--- config.mk ---
export PLATFORM = sky130hd
export DESIGN_NAME = sa_tile_sched
export DESIGN_NICKNAME = d
export VERILOG_FILES = /design/src/rtl/sa_tile_sched.sv
export SDC_FILE = /design/constraint.sdc
export NUM_CORES = 2
export LEC_CHECK = 0
export BUFFER_PORTS_ARGS = -buffer_cell sky130_fd_sc_hd__buf_4
export CORE_MARGIN = 5
export CORE_UTILIZATION = 60
export DETAILED_ROUTE_END_ITERATION = 8
export GPL_TIMING_DRIVEN = 0
export PLACE_DENSITY = 0.82
export SYNTH_ARGS = -nofsm -noshare
export SYNTH_HDL_FRONTEND = slang
export SYNTH_SLANG_ARGS = --single-unit
--- constraint.sdc ---
create_clock -name clk -period 12.4 [get_ports clk]
set_input_delay 2.48 -clock clk [delete_from_list [all_inputs] [get_ports clk]]
set_output_delay 2.48 -clock clk [all_outputs]
set_load 0.01 [all_outputs]
--- src/rtl/sa_tile_sched.sv ---
`default_nettype none
// ============================================================================
//  sa_tile_sched : tiled GEMM scheduler driving one NxN systolic core
//  Rev 1.0
// ============================================================================
module sa_tile_sched #(
    parameter int WIDTH  = 8,
    parameter int ACC    = 32,
    parameter int N      = 3,
    parameter int ADDR_W = 16,
    parameter int TW     = 8
) (
    input  logic                 clk,
    input  logic                 rst_n,
    input  logic                 start_i,
    output logic                 busy_o,
    output logic                 done_o,
    input  logic [TW-1:0]        cfg_m_tiles_i,
    input  logic [TW-1:0]        cfg_k_tiles_i,
    input  logic [TW-1:0]        cfg_p_tiles_i,
    input  logic [ADDR_W-1:0]    cfg_a_base_i,
    input  logic [ADDR_W-1:0]    cfg_b_base_i,
    input  logic [ADDR_W-1:0]    cfg_c_base_i,
    output logic                 rd_en_o,
    output logic [ADDR_W-1:0]    rd_addr_o,
    input  logic [WIDTH-1:0]     rd_data_i,
    output logic                 wr_en_o,
    output logic [ADDR_W-1:0]    wr_addr_o,
    output logic [ACC-1:0]       wr_data_o,
    output logic                 core_rst_n_o,
    output logic                 core_start_o,
    input  logic                 core_done_i,
    output logic [N*N*WIDTH-1:0] core_a_mem_o,
    output logic [N*N*WIDTH-1:0] core_b_mem_o,
    input  logic [N*N*ACC-1:0]   core_c_out_i
);

    localparam int NN       = N * N;
    localparam int LOAD_LEN = 2 * NN;
    localparam int CW       = $clog2(LOAD_LEN + 1);
    localparam int OW       = $clog2(LOAD_LEN);
    localparam int EW       = (NN > 1) ? $clog2(NN) : 1;
    localparam int RW       = (N > 1) ? $clog2(N) : 1;
    localparam logic [ADDR_W-1:0] N_A = ADDR_W'(N);

    typedef enum logic [2:0] {
        S_IDLE, S_LOAD, S_CLR, S_RUN, S_ACCUM, S_WRITE, S_FIN
    } state_t;

    state_t             state_q, state_d;
    logic               busy_q, done_q;
    logic [TW-1:0]      m_q, k_q, p_q, mi_q, pi_q, ki_q;
    logic [ADDR_W-1:0]  a_base_q, b_base_q, c_base_q;
    logic [CW-1:0]      cnt_q;
    logic [RW-1:0]      r_q, c_q;
    logic               cap_q;
    logic [OW-1:0]      cap_idx_q;
    logic [WIDTH-1:0]   op_q  [LOAD_LEN];
    logic [ACC-1:0]     acc_q [NN];
    logic               core_clr;

    logic               accept, cfg_zero, load_issue, last_k, last_p, last_m, wr_last;
    logic [ADDR_W-1:0]  w_kd, w_pd, w_mrow, w_krow, w_kcol, w_pcol;
    logic [ADDR_W-1:0]  a_addr, b_addr, c_addr;

    assign accept     = (state_q == S_IDLE) && start_i && !busy_q;
    assign cfg_zero   = (cfg_m_tiles_i == '0) || (cfg_k_tiles_i == '0) || (cfg_p_tiles_i == '0);
    assign load_issue = (state_q == S_LOAD) && (cnt_q < CW'(LOAD_LEN));
    assign last_k     = (ki_q == k_q - TW'(1));
    assign last_p     = (pi_q == p_q - TW'(1));
    assign last_m     = (mi_q == m_q - TW'(1));
    assign wr_last    = (cnt_q == CW'(NN - 1));

    // r_q/c_q walk the tile in raster order; the same pair serves A, B and C.
    assign w_kd   = ADDR_W'(k_q) * N_A;
    assign w_pd   = ADDR_W'(p_q) * N_A;
    assign w_mrow = ADDR_W'(mi_q) * N_A + ADDR_W'(r_q);
    assign w_krow = ADDR_W'(ki_q) * N_A + ADDR_W'(r_q);
    assign w_kcol = ADDR_W'(ki_q) * N_A + ADDR_W'(c_q);
    assign w_pcol = ADDR_W'(pi_q) * N_A + ADDR_W'(c_q);
    assign a_addr = a_base_q + w_mrow * w_kd + w_kcol;
    assign b_addr = b_base_q + w_krow * w_pd + w_pcol;
    assign c_addr = c_base_q + w_mrow * w_pd + w_pcol;

    assign busy_o       = busy_q;
    assign done_o       = done_q;
    assign core_rst_n_o = rst_n & ~core_clr;

    for (genvar e = 0; e < NN; e++) begin : g_pack
        assign core_a_mem_o[e*WIDTH +: WIDTH] = op_q[e];
        assign core_b_mem_o[e*WIDTH +: WIDTH] = op_q[NN+e];
    end

    always_ff @(posedge clk) begin
        if (!rst_n) state_q <= S_IDLE;
        else        state_q <= state_d;
    end

    always_comb begin
        state_d      = state_q;
        rd_en_o      = 1'b0;
        rd_addr_o    = '0;
        wr_en_o      = 1'b0;
        wr_addr_o    = '0;
        wr_data_o    = '0;
        core_start_o = 1'b0;
        core_clr     = 1'b0;
        unique case (state_q)
            S_IDLE:  if (accept) state_d = cfg_zero ? S_FIN : S_LOAD;
            S_LOAD: begin
                if (load_issue) begin
                    rd_en_o   = 1'b1;
                    rd_addr_o = (cnt_q < CW'(NN)) ? a_addr : b_addr;
                end
                if (cnt_q == CW'(LOAD_LEN)) state_d = S_CLR;
            end
            S_CLR: begin
                core_clr = 1'b1;
                state_d  = S_RUN;
            end
            S_RUN: begin
                core_start_o = (cnt_q == '0);
                if (core_done_i) state_d = S_ACCUM;
            end
            S_ACCUM: state_d = last_k ? S_WRITE : S_LOAD;
            S_WRITE: begin
                wr_en_o   = 1'b1;
                wr_addr_o = c_addr;
                wr_data_o = acc_q[EW'(cnt_q)];
                if (wr_last) state_d = (last_p && last_m) ? S_FIN : S_LOAD;
            end
            S_FIN:   state_d = S_IDLE;
            default: state_d = S_IDLE;
        endcase
    end

    always_ff @(posedge clk) begin
        if (!rst_n) begin
            busy_q    <= 1'b0;
            done_q    <= 1'b0;
            m_q       <= '0;
            k_q       <= '0;
            p_q       <= '0;
            mi_q      <= '0;
            pi_q      <= '0;
            ki_q      <= '0;
            a_base_q  <= '0;
            b_base_q  <= '0;
            c_base_q  <= '0;
            cnt_q     <= '0;
            r_q       <= '0;
            c_q       <= '0;
            cap_q     <= 1'b0;
            cap_idx_q <= '0;
            for (int i = 0; i < LOAD_LEN; i++) op_q[i] <= '0;
            for (int i = 0; i < NN; i++) acc_q[i] <= '0;
        end else begin
            done_q    <= (state_q == S_FIN);
            busy_q    <= accept || (state_q != S_IDLE);
            cap_q     <= load_issue;
            cap_idx_q <= OW'(cnt_q);
            if (cap_q) op_q[cap_idx_q] <= rd_data_i;

            // Per-state counter restarts on every state change.
            if (state_d != state_q) begin
                cnt_q <= '0;
                r_q   <= '0;
                c_q   <= '0;
            end else if (state_q == S_LOAD || state_q == S_WRITE) begin
                cnt_q <= cnt_q + CW'(1);
                if (c_q == RW'(N - 1)) begin
                    c_q <= '0;
                    r_q <= (r_q == RW'(N - 1)) ? '0 : r_q + RW'(1);
                end else begin
                    c_q <= c_q + RW'(1);
                end
            end else if (state_q == S_RUN) begin
                cnt_q <= CW'(1);
            end

            case (state_q)
                S_IDLE: if (accept) begin
                    m_q      <= cfg_m_tiles_i;
                    k_q      <= cfg_k_tiles_i;
                    p_q      <= cfg_p_tiles_i;
                    a_base_q <= cfg_a_base_i;
                    b_base_q <= cfg_b_base_i;
                    c_base_q <= cfg_c_base_i;
                    mi_q     <= '0;
                    pi_q     <= '0;
                    ki_q     <= '0;
                    for (int i = 0; i < NN; i++) acc_q[i] <= '0;
                end
                S_ACCUM: begin
                    for (int i = 0; i < NN; i++) acc_q[i] <= acc_q[i] + core_c_out_i[i*ACC +: ACC];
                    if (!last_k) ki_q <= ki_q + TW'(1);
                end
                S_WRITE: if (wr_last) begin
                    for (int i = 0; i < NN; i++) acc_q[i] <= '0;
                    ki_q <= '0;
                    if (last_p) begin
                        pi_q <= '0;
                        mi_q <= mi_q + TW'(1);
                    end else begin
                        pi_q <= pi_q + TW'(1);
                    end
                end
                default: ;
            endcase
        end
    end

endmodule
`default_nettype wire
# == After elaboration in Yosys (flattened, before gate mapping) ==
# Memories as Yosys holds them, arrays and structs flattened. A register that Yosys moved wholly into a read port is not among the register bits.
# Cells that the tools add are included.
# word_totals
reg_bits,116
output_inout_bits,214
wordCells,209
ram_bits,432
mem_count,2
# classes
eq_ne,18
multipliers,8
bitwise_logic,30
muxes,79
addsub,28
reduce_logical,25
magnitude_cmp,2
# mem_list
memory,depth,width,rd,rd_clocked_by_memory_dff,write_ports,line_no,rtl
acc_q,9,32,10,1,9,59,logic [ACC-1:0] acc_q [NN];
op_q,18,8,18,0,18,58,logic [WIDTH-1:0] op_q [LOAD_LEN];
# op_table
operator,n
$mux 32,28
$add 32x32->32,9
$mux 16,4
$mux 8,8
$mul 8x2->10 const B,5
$add 16x11->16,3
$add 16x16->16,3
$mul 11x10->16,3
$add 10x2->11,4
$pmux 8 s2,2
$or 1x1->1,27
$add 8x1->8 const B,3
$eq 8x8->1,3
$logic_not 8->1,3
$pmux 8 s3,1
$sub 8x1->8 const B,3
$mux 1,21
$mux 3,7
$pmux 3 s6,1
$mux 5,3
$eq 3x3->1 const B,3
$mux 4,2
$ne 2x2->1 const B,4
$reduce_and 4->1,2
24 further kinds,38

# == Logic depth before layout (Yosys ltp) ==
# logic_depth
depth_word,10
ltp_mapped,30
mapped_depth_nobuf,29

# == Worst setup path after synthesis ==
# OpenSTA, ideal clock, no wires.
# synth_timing
path_type,flip-flop to output port
from,register ki_q[0]
to,output rd_addr_o[15]
t_required_ps,9920
n_path_buf,1
setup_slack_ps,2459
arrival_time_ps,7461
stages_incl_launch_ff,29
cell_sequence,dfxtp_1 ha_1 fa_1 a211oi_2 nor2_2 nor4b_4 nand4b_1 nor3b_2 or2_2 clkbuf_1 nand2_1 fa_1 fa_1 inv_1 fa_1 fa_1 inv_1 fa_1 inv_1 ha_1 a21o_1 a31o_2 a41oi_1 nor4b_1 or3_1 a2111oi_1 o41ai_2 o2111ai_1 nor2_1
# synth_between
elab_chain_cells,8
elab_cells_between_ends,10
# synth_lines
item,line_no,rtl
"start, declared",52,"logic [TW-1:0] m_q, k_q, p_q, mi_q, pi_q, ki_q;"
"start signal, assigned",196,if (!last_k) ki_q <= ki_q + TW'(1);
$mul 8x2->10 (*),"78, 79",
$add 10x2->11,78,assign w_krow = ADDR_W'(ki_q) * N_A + ADDR_W'(r_q);
$mul 11x10->16,82,assign b_addr = b_base_q + w_krow * w_pd + w_pcol;
$add 16x16->16,82,
$add 16x11->16,82,
$mux 16 (*),113,rd_addr_o = (cnt_q < CW'(NN)) ? a_addr : b_addr;
$mux 16 (*),111,if (load_issue) begin
$mux 16 (*),108,unique case (state_q)
"end, declared",25,"output logic [ADDR_W-1:0] rd_addr_o,"
# Mark *: on every way between the ends. The rest lies on a longest branch, timed or not.

# == Worst setup path in the final report ==
# Ends and elaborated chain as after synthesis.

==> results.json <==
{
  "cts_buffer_depth": 3,
  "path_buf_inv": 5,
  "async_reset_ff_frac": 0,
  "max_stage_delay_ns": 0.54,
  "rsz0062_at_grt": "false",
  "drt-pass1-iter-count": 6,
  "critPathKind": "reg2out",
  "num-fill-cells": 6076,
  "fp.coreArea_um2": 80700,
  "rows": 104,
  "grt_pass1_vias": 41000,
  "drive_gt1_frac": 0.136,
  "fin_crit_sh": 0.960,
  "hold_ws_ns": 0.464,
  "ys_seq_area_frac": 0.314,
  "clk_latency_ns": 0.68,
  "num_vias": 42600,
  "drc": 0,
  "cts_sinks": 552,
  "synth_seq_cells": 552,
  "max_cap_viol_count": 0,
  "total_leakage_power_nw": 25.3,
  "crit_top_cell": "fa_1",
  "boundaryPins": 586,
  "synth_edf_count": 432,
  "cp_top_family": "adder cells",
  "min_path_type": "reg2reg",
  "grt_first_pass_wirelength_um": 241000,
  "portBuffers": 585,
  "synthTopCellsByArea": "edfxtp_1, ha_1, fa_1",
  "grt.total_usage": 0.362,
  "endpoint_kind": "output port",
  "postRouteAntennaNets": 0,
  "htreeDepth": 2,
  "synth-main-ff-cell": "edfxtp_1",
  "cts_tree": "done",
  "grt-ovfl-total": 0,
  "hold_viol_final": 0,
  "cts-root-buf": "clkbuf_16",
  "synth.top_cell.area_share": 0.265,
  "ys.warnings.count": 0,
  "cp_max_fo": 7,
  "clkTransAtPathRegs_ns": 0.06,
  "fmax_mhz": 84.0,
  "start_kind": "flip-flop",
  "netlist.top_cell.by_area": "edfxtp_1",
  "grt_max_degree": 62,
  "setup_tns_ns": 0,
  "drv_slew": 0,
  "cts_hold_buf": 0,
  "wl_per_cell_um": 23.5,
  "antenna_found_initial": 24,
  "max_slew_margin": 0.151,
  "fin_skew_ns": 0.0375,
  "r2r_setup_slack_ns": 7.79,
  "cts_resized": 0,
  "die_w_um": 296,
  "synth_cells": 5177,
  "powerDensity_nw_per_um2": 97.2,
  "die_h_um": 296,
  "syn_area_um2": 49000,
  "tightestPinTransition_ns": 1.27,
  "final_net_count": 6948,
  "place.gp.congestion": 0.994,
  "start_util": 0.607,
  "crit_arrival_ns": 9.42,
  "fin_util": 0.706,
  "outcome": "completed",
  "synth_nets": 6295,
  "fin_crit_ns": 11.90,
  "wl_um": 163000,
  "yosysUniqueCellTypes": 91,
  "crit_path_top_delay_cell": "fa_1",
  "dieArea_um2": 87400,
  "required_ns": 9.92,
  "syn_area_per_cell_um2": 9.46,
  "routed_via_density": 6.12,
  "post-dp-hpwl_um": 133000,
  "cts_buffers": 60,
  "synth_common_cells": "nor2_1, nand2_1, inv_1, ha_1, edfxtp_1",
  "yosysMostFrequentCell": "nor2_1",
  "first_iter_violations": 4376,
  "synthToLayoutAreaGrowth_pct": 16.3,
  "ir_worst_vdd_uv": 104,
  "setup_viol": 0,
  "post-cts-setup-buffers": 0
}
==> routing by layer <==
metal  up-vias  part of all wire  track usage
met2      2583              0.44        0.555
met4         8             0.054        0.166
li1      19300                 -            -
met3       414              0.13       0.0795
met1     20300              0.38        0.497
met5         -           0.00035            0
==> final timing paths <==
check                        to  cells after the start         from
setup reg to reg   acc_q[7][19]                     12   state_q[0]
hold / removal      a_base_q[8]                      2  a_base_q[8]
hold reg to reg     a_base_q[8]                      2  a_base_q[8]
setup / recovery  rd_addr_o[15]                     29      ki_q[0]
==> cell families after synthesis <==
group / count (synthesis) / share of synthesized area
compound gates: 1014 / 0.136
xor+xnor: 354 / 0.0642
fa+ha+maj: 746 / 0.232
buf+inv: 661 / 0.0507
flops: 552 / 0.314
mux: 110 / 0.0390
simple gates: 1740 / 0.164
==> cells in the final DEF (no fill, tap or decap), types with 23 or more instances in the layout <==
cell and count:
a31oi_1 31, a21boi_0 88, nor2_1 633, a211oi_1 46, inv_1 489, xor2_1 151, mux4_2 64, nor2b_1 55
nand2b_1 63, nand3_1 79, edfxtp_1 432, and3_1 45, clkbuf_1 159, dfxtp_1 120, o21bai_1 61, o21a_1 49
xnor2_1 200, a21oi_1 298, fa_1 271, mux2i_1 44, clkbuf_16 63, buf_4 585, o21ai_0 148, ha_1 475
and2_1 109, diode_2 23, nor3_1 92, nand2_1 504, nor3b_1 31, nand4_1 26, a21o_1 138
==> area by class of cell <==
class / instances / area, um2 / share of cell area
timing repair buffer: 591 / 4530 / 0.0796
multi-input combinational: 3964 / 31100 / 0.546
clock inverter: 41 / 438 / 0.00769
buffer: 171 / 644 / 0.0113
inverter: 490 / 1840 / 0.0323
tap: 1060 / 1330 / 0.0233
clock buffer: 71 / 1620 / 0.0284
antenna: 23 / 57.6 / 0.00101
sequential: 552 / 15400 / 0.270
==> worst min-delay path: stages, from the launching register on <==
cell and delay, ns:
dfxtp_1 0.31, nand2_1 0.05, a21boi_0 0.06
==> stage by stage <==
| stage | power [mW] | setup WS [ns] | area [um2] | cells |
|---|---|---|---|---|
| 2_1_floorplan | 3.14 | 2.46 | 49000 | 5177 |
| 3_3_place_gp | 3.59 | 1.23 | 54700 | 6822 |
| 3_5_place_dp | 3.61 | 1.20 | 54800 | 6828 |
| 4_1_cts | 5.50 | 0.478 | 56900 | 6940 |
| 5_1_grt | 5.74 | 0.112 | 56900 | 6957 |
| 6_report | 5.54 | 0.496 | 56900 | 6963 |
==> power by group <==
group          total, mW  switching [mW]  internal [mW]  leakage [nW]
Sequential          2.20          0.0908           2.11          5.56
Clock               1.91           0.833           1.08         0.978
Combinational       1.43           0.836          0.592          18.8
Total               5.54            1.76           3.78          25.3
==> state kept, by name (all words and copies together) (netlist names), named ones only <==
register   flops
pi_q           8
m_q            8
p_q            8
k_q            8
cap_idx_q      5
mi_q           8
done_o         1
r_q            2
acc_q        288
c_base_q      16
b_base_q      16
a_base_q      16
op_q         144
cnt_q          5
c_q            2
busy_o         1
cap_q          1
state_q        3
ki_q           8
Power figures use the tool's default switching activity.
